$ cat config.mk
export PLATFORM = sky130hd
export DESIGN_NAME = pe_array_ctrl_flat
export DESIGN_NICKNAME = d
export VERILOG_FILES = /design/src/rtl/pe_array_ctrl_pkg.sv /design/src/rtl/pe_array_ctrl_if.sv /design/src/rtl/pe_array_ctrl_delay.sv /design/src/rtl/pe_array_ctrl.sv /design/src/flat_wrapper.sv
export SDC_FILE = /design/constraint.sdc
export NUM_CORES = 1
export LEC_CHECK = 0
export BUFFER_PORTS_ARGS = -buffer_cell sky130_fd_sc_hd__buf_2
export CAP_MARGIN = 20
export CORE_MARGIN = 2
export CORE_UTILIZATION = 52
export DETAILED_ROUTE_END_ITERATION = 7
export PLACE_DENSITY = 0.83
export SYNTH_ARGS = -nofsm -noshare
export SYNTH_HDL_FRONTEND = slang
export SYNTH_SLANG_ARGS = --single-unit
export TNS_END_PERCENT = 30
$ cat constraint.sdc
create_clock -name clk -period 2.25 [get_ports clk]
set_clock_uncertainty 0.05 [all_clocks]
set_input_delay 0.45 -clock clk [delete_from_list [all_inputs] [get_ports clk]]
set_output_delay 0.45 -clock clk [all_outputs]
set_load 0.03 [all_outputs]
$ cat src/rtl/pe_array_ctrl_pkg.sv
// Shared types and sizing helpers for the systolic PE array sequencer.
// Pure declarations: no latency, no flow control.
package pe_array_ctrl_pkg;

  typedef enum logic [2:0] {
    IDLE,
    CLR,
    LOADW,
    STREAM,
    DRAIN,
    DONE
  } state_t;

  // Cycles from a vector entering the border PE to its result leaving the array.
  function automatic int lat(input int rows, input int cols);
    return rows + cols - 1;
  endfunction

  function automatic int cnt_width(input int lwidth, input int rows, input int cols);
    int w;
    w = $clog2(rows + cols) + 1;
    return (lwidth > w) ? lwidth : w;
  endfunction

endpackage

$ cat src/rtl/pe_array_ctrl_if.sv
// Host-side bundle of the PE array sequencer: tile requests in, array controls and status out.
// Wires only: no latency; no backpressure, start is simply ignored while busy.
interface pe_array_ctrl_if #(
  parameter int LWIDTH = 16
);
  logic              start;
  logic              abort;
  logic [LWIDTH-1:0] num_vec;
  logic              busy;
  logic              done;
  logic              wght_rd;
  logic              ifm_rd;
  logic              en_w;
  logic              clr_w;
  logic              en_i;
  logic              clr_i;
  logic              en_o;
  logic              clr_o;
  logic              ofm_vld;
  logic [LWIDTH-1:0] ofm_idx;

  modport master (
    output start, abort, num_vec,
    input  busy, done, wght_rd, ifm_rd, en_w, clr_w, en_i, clr_i, en_o, clr_o,
           ofm_vld, ofm_idx
  );

  modport slave (
    input  start, abort, num_vec,
    output busy, done, wght_rd, ifm_rd, en_w, clr_w, en_i, clr_i, en_o, clr_o,
           ofm_vld, ofm_idx
  );
endinterface

$ cat src/rtl/pe_array_ctrl_delay.sv
// ctrl_delay: DEPTH-cycle 1-bit shift register with synchronous clear.
// Latency DEPTH cycles; no backpressure, shifts every cycle.
module ctrl_delay #(
  parameter int DEPTH = 1
) (
  input  logic clk,
  input  logic clr,
  input  logic d,
  output logic q
);
  logic [DEPTH-1:0] sr;

  always_ff @(posedge clk) begin
    if (clr) sr <= '0;
    else     sr <= (sr << 1) | DEPTH'(d);
  end

  assign q = sr[DEPTH-1];
endmodule

$ cat src/rtl/pe_array_ctrl.sv
// Tile sequencer for the systolic PE array: clear, weight load, ifm stream, drain, done.
// Outputs are Moore-decoded (registered); no backpressure, start is ignored while busy.
module pe_array_ctrl
  import pe_array_ctrl_pkg::*;
#(
  parameter int ROWS   = 16,
  parameter int COLS   = 16,
  parameter int LWIDTH = 16
) (
  input logic            clk,
  input logic            rst,
  pe_array_ctrl_if.slave ctl
);
  localparam int LAT = lat(ROWS, COLS);
  localparam int CW  = cnt_width(LWIDTH, ROWS, COLS);

  state_t            state, state_nxt;
  logic [CW-1:0]     cnt, cnt_nxt;
  logic [LWIDTH-1:0] nv_q;
  logic [LWIDTH-1:0] idx_q;
  logic              abort_acc;
  logic              ofm_vld;

  assign abort_acc = ctl.abort && (state != IDLE);

  always_ff @(posedge clk) begin
    if (rst) begin
      state <= IDLE;
      cnt   <= '0;
      nv_q  <= '0;
      idx_q <= '0;
    end else begin
      state <= state_nxt;
      cnt   <= cnt_nxt;
      if (state == IDLE && ctl.start) nv_q <= ctl.num_vec;
      // Cleared in DONE as well so the index reads 0 once back in IDLE.
      if (abort_acc || state == CLR || state == DONE) idx_q <= '0;
      else if (ofm_vld)                               idx_q <= idx_q + LWIDTH'(1);
    end
  end

  // Phase counter counts down to zero and is reloaded on every state entry.
  always_comb begin
    state_nxt = state;
    cnt_nxt   = cnt;
    case (state)
      IDLE: begin
        if (ctl.start) begin
          state_nxt = CLR;
          cnt_nxt   = '0;
        end
      end
      CLR: begin
        state_nxt = LOADW;
        cnt_nxt   = CW'(ROWS - 1);
      end
      LOADW: begin
        if (cnt == '0) begin
          if (nv_q == '0) begin
            state_nxt = DONE;
            cnt_nxt   = '0;
          end else begin
            state_nxt = STREAM;
            cnt_nxt   = CW'(nv_q) - CW'(1);
          end
        end else begin
          cnt_nxt = cnt - CW'(1);
        end
      end
      STREAM: begin
        if (cnt == '0) begin
          state_nxt = DRAIN;
          cnt_nxt   = CW'(LAT - 1);
        end else begin
          cnt_nxt = cnt - CW'(1);
        end
      end
      DRAIN: begin
        if (cnt == '0) begin
          state_nxt = DONE;
          cnt_nxt   = '0;
        end else begin
          cnt_nxt = cnt - CW'(1);
        end
      end
      DONE: begin
        state_nxt = IDLE;
        cnt_nxt   = '0;
      end
      default: begin
        state_nxt = IDLE;
        cnt_nxt   = '0;
      end
    endcase
    if (abort_acc) begin
      state_nxt = IDLE;
      cnt_nxt   = '0;
    end
  end

  always_comb begin
    ctl.busy    = (state != IDLE);
    ctl.done    = 1'b0;
    ctl.wght_rd = 1'b0;
    ctl.ifm_rd  = 1'b0;
    ctl.en_w    = 1'b0;
    ctl.clr_w   = 1'b0;
    ctl.en_i    = 1'b0;
    ctl.clr_i   = 1'b0;
    ctl.en_o    = 1'b0;
    ctl.clr_o   = 1'b0;
    case (state)
      CLR: begin
        ctl.clr_w = 1'b1;
        ctl.clr_i = 1'b1;
        ctl.clr_o = 1'b1;
      end
      LOADW: begin
        ctl.en_w    = 1'b1;
        ctl.wght_rd = 1'b1;
      end
      STREAM: begin
        ctl.en_i   = 1'b1;
        ctl.en_o   = 1'b1;
        ctl.ifm_rd = 1'b1;
      end
      // Border ireg held at zero while partial sums keep moving out.
      DRAIN: begin
        ctl.clr_i = 1'b1;
        ctl.en_o  = 1'b1;
      end
      DONE:    ctl.done = 1'b1;
      default: ;
    endcase
  end

  ctrl_delay #(
    .DEPTH(LAT)
  ) u_vld_dly (
    .clk(clk),
    .clr(rst || abort_acc),
    .d  (state == STREAM),
    .q  (ofm_vld)
  );

  assign ctl.ofm_vld = ofm_vld;
  assign ctl.ofm_idx = idx_q;
endmodule

$ cat src/flat_wrapper.sv
// flat-port wrapper written by rule: the top's interface ports become plain ports
module pe_array_ctrl_flat import pe_array_ctrl_pkg::*;
#(
  parameter int ROWS   = 16,
  parameter int COLS   = 16,
  parameter int LWIDTH = 16
)
  (clk, rst, ctl_start, ctl_abort, ctl_num_vec, ctl_busy, ctl_done, ctl_wght_rd, ctl_ifm_rd, ctl_en_w, ctl_clr_w, ctl_en_i, ctl_clr_i, ctl_en_o, ctl_clr_o, ctl_ofm_vld, ctl_ofm_idx);
  pe_array_ctrl_if #(.LWIDTH(LWIDTH)) ctl_i ();
  input logic clk;
  input logic rst;
  input wire logic [$bits(ctl_i.start)-1:0] ctl_start;
  input wire logic [$bits(ctl_i.abort)-1:0] ctl_abort;
  input wire logic [$bits(ctl_i.num_vec)-1:0] ctl_num_vec;
  output wire logic [$bits(ctl_i.busy)-1:0] ctl_busy;
  output wire logic [$bits(ctl_i.done)-1:0] ctl_done;
  output wire logic [$bits(ctl_i.wght_rd)-1:0] ctl_wght_rd;
  output wire logic [$bits(ctl_i.ifm_rd)-1:0] ctl_ifm_rd;
  output wire logic [$bits(ctl_i.en_w)-1:0] ctl_en_w;
  output wire logic [$bits(ctl_i.clr_w)-1:0] ctl_clr_w;
  output wire logic [$bits(ctl_i.en_i)-1:0] ctl_en_i;
  output wire logic [$bits(ctl_i.clr_i)-1:0] ctl_clr_i;
  output wire logic [$bits(ctl_i.en_o)-1:0] ctl_en_o;
  output wire logic [$bits(ctl_i.clr_o)-1:0] ctl_clr_o;
  output wire logic [$bits(ctl_i.ofm_vld)-1:0] ctl_ofm_vld;
  output wire logic [$bits(ctl_i.ofm_idx)-1:0] ctl_ofm_idx;
  assign ctl_i.start = ctl_start;
  assign ctl_i.abort = ctl_abort;
  assign ctl_i.num_vec = ctl_num_vec;
  assign ctl_busy = ctl_i.busy;
  assign ctl_done = ctl_i.done;
  assign ctl_wght_rd = ctl_i.wght_rd;
  assign ctl_ifm_rd = ctl_i.ifm_rd;
  assign ctl_en_w = ctl_i.en_w;
  assign ctl_clr_w = ctl_i.clr_w;
  assign ctl_en_i = ctl_i.en_i;
  assign ctl_clr_i = ctl_i.clr_i;
  assign ctl_en_o = ctl_i.en_o;
  assign ctl_clr_o = ctl_i.clr_o;
  assign ctl_ofm_vld = ctl_i.ofm_vld;
  assign ctl_ofm_idx = ctl_i.ofm_idx;
  pe_array_ctrl #(.ROWS(ROWS), .COLS(COLS), .LWIDTH(LWIDTH)) u_core (.clk(clk), .rst(rst), .ctl(ctl_i));
endmodule
==> reports/metrics.yaml <==
finish:
  fin_nets: 531
  antenna_cells: 0
  drive_above_1_share_pct: 22.5
  finish.instance_area_um2: 4430
  area_growth_pct: 21.8
synthesis:
  syn_area_per_cell_um2: 8.33
  ys_ff_latch: 82
  ys_types: 50
  ys_async_sr_fraction_pct: 0
  ys_seq_area_share_pct: 45.1
  syn_nets: 461
  synthFlopType: "dfxtp_1"
  yosys_warnings: 0
  netlist_top_cells_area: "dfxtp_1 (45%), nand2_1 (6.8%), a21oi_1 (5.8%)"
  synth_top_area_share_pct: 45.1
  yosysTopAreaCell: "dfxtp_1"
  synth-edff-count: 0
  synthCells: 437
  synthesis.area_um2: 3640
clocking:
  cts_max_level: 3
  cts_sinks: 82
  tritoncts: "done"
  numCtsBuffers: 9
  clkLatencyLatePin_ns: 0.36
  cts_buffer_depth: 2
  clk_pin_slew_ns: 0.09
  clock_tree.root_cell: "clkbuf_8"
setup_path:
  critPathCaptureType: "flip-flop"
  cp.arrival_ns: 2.43
  timing.critical_path.required_ns: 2.49
  worstSetupPathType: "flip-flop to flip-flop"
  crit_fanout: 5
  critPathLaunchType: "flip-flop"
placed_design:
  numPortBuffers: 46
  dpl_worst_slack_ns: 0.0139
  gp_congestion: 0.914
  placed_cell_area_um2: 4140
  dp_hpwl_mm: 5.86
route:
  firstDrtPassIters: 4
  drtAntennaViolNets: 0
  routed_wl_mm: 8.60
  wl_per_cell_um: 14.1
  vias: 3315
  drt_iter0_drc: 191
  drc: 0
  routed_via_density: 5.45
timing:
  period_share_pct: 97.3
  layout_setup_ws_ns: 0.0604
  rsz0062_at_grt: "yes"
  slew_headroom_pct: 61.0
  finalSetupViolations: 0
  hold_viol: 0
  slew_violations: 0
  fmax_mhz: 457
  period_minus_slack_ns: 2.19
  worst_pin_slew_ns: 0.584
die:
  dieArea_um2: 7680
  coreArea_um2: 6790
  pin_count: 47
  start_util_pct: 53.6
  die_x_um: 87.7
  chipHeight_um: 87.7
  num_rows: 30
pwr:
  p_leak_uw: 0.00190
  peakVddDrop_uv: 675
  totalPowerFinal_uw: 6150
  p_per_area_nw_per_um2: 1390
hold_path:
  hold_path_class: "input pin to flip-flop"
global_routing:
  grt_pass1_vias: 3043
  antenna_found_initial: 0
  grt_overflow: 0
  grt_pass1_wl_mm: 14.0
  grt_max_degree: 32
  grt_usage_pct: 23.5
status:
  status: "finished clean"
flow_run:
  drv_cap: 0
[cells in the mapped netlist (9+ instances only)]
library cell  instances
xnor2_1               9
nand3_1              10
a21oi_1              42
clkbuf_1             13
inv_1                11
nand2_1              66
o21ai_0              10
and2_1               30
nor2_1               48
xor2_1               17
dfxtp_1              82
nor3_1                9
nand4_1               9
[critical path, cell delays in order, from the launching register on]
cell and delay [ns]:
dfxtp_4 0.37, inv_4 0.06, ha_4 0.13, or4b_4 0.51
or4_4 0.45, nor4_4 0.16, buf_4 0.19, nand2_1 0.05
a31oi_1 0.15
[sequential cells by signal, indices dropped and copies added, names as in the netlist]
name / flops
u_core.u_vld_dly.sr: 31
u_core.cnt: 16
u_core.ctl.ofm_idx: 16
u_core.nv_q: 16
u_core.state: 3
[metal layers]
metal  track usage [%]  up-vias  routed length (um)
met5                 0        -                   0
met4              11.2        0                 183
met3              4.43       17                 598
met2              38.0      134                4040
met1              30.3     1524                3780
li1                  -     1640                   -
[where the power goes]
part	total (uW)	leakage [uW]	internal, uW	switching [uW]
Clock	1360	0.000128	761	596
Combinational	3030	0.00110	1270	1760
Sequential	1760	0.000665	1610	159
[final timing paths]
kind | startpoint | cells after the start | to | slack, ns
setup reg to reg | u_core.cnt[1]$_SDFFE_PP0N_ | 8 | u_core.cnt[8]$_SDFFE_PP0N_ | 0.06
setup / recovery | u_core.cnt[1]$_SDFFE_PP0N_ | 8 | u_core.cnt[8]$_SDFFE_PP0N_ | 0.06
hold / removal | ctl_num_vec[9] | 3 | u_core.nv_q[9]$_SDFFE_PP0P_ | 0.27
hold reg to reg | u_core.u_vld_dly.sr[17]$_SDFF_PP0_ | 1 | u_core.u_vld_dly.sr[18]$_SDFF_PP0_ | 0.39
[through the flow]
stage / util (%) / setup TNS [ns] / instances / hold slack (ns)
6_report: 65.2 / 0 / 608 / 0.266
2_1_floorplan: - / -0.0631 / 437 / 0.356
5_1_grt: 65.2 / -0.111 / 608 / 0.264
3_5_place_dp: 60.9 / 0 / 589 / 0.363
3_3_place_gp: 60.9 / 0 / 589 / 0.359
4_1_cts: 64.7 / 0 / 606 / 0.251
[what timing repair did]
| item | CTS | global route |
|---|---|---|
| cloned | 1 | 0 |
| pin swaps | 1 | 3 |
| endpoints found under the setup margin | 3 | 12 |
| resized for setup | 1 | 7 |
| hold buffers | 0 | 0 |
| buffers inserted | 0 | 2 |
[area by class of cell]
cell class | instances | area, um2
timing repair buffer | 78 | 468
clock inverter | 7 | 130
tap | 96 | 120
multi-input combinational | 325 | 1900
clock buffer | 9 | 124
sequential | 82 | 1650
fill | 544 | 2360
inverter | 11 | 43.8
[cells by family (layout without fill, tap and decap cells)]
family / after synthesis / count (layout) / synth area share [%]
buf+inv: 30 / 105 / 3.54
xor+xnor: 26 / 26 / 6.26
flops: 82 / 82 / 45.1
compound gates: 84 / 84 / 13.7
mux: 3 / 3 / 0.860
simple gates: 208 / 208 / 29.2
fa+ha+maj: 4 / 4 / 1.38
[placed cells by master, fill, tap and decap left out, types with 3 or more instances in the layout]
master	instances
dfxtp_1	80
nand2_1	65
nor2_1	47
buf_2	47
a21oi_1	41
buf_4	31
and2_1	30
xor2_1	17
nand3_1	10
o21ai_0	10
inv_1	9
xnor2_1	9
nand4_1	9
nor3_1	9
clkbuf_8	9
a21o_1	5
and3_1	5
nor4_1	4
o31ai_1	4
or3_1	4
nor3b_1	3
a31oi_1	3
or2_2	3
o21ai_1	3
o211ai_1	3
o22ai_1	3
ha_1	3
bufinv_16	3
Power figures use the tool's default switching activity.
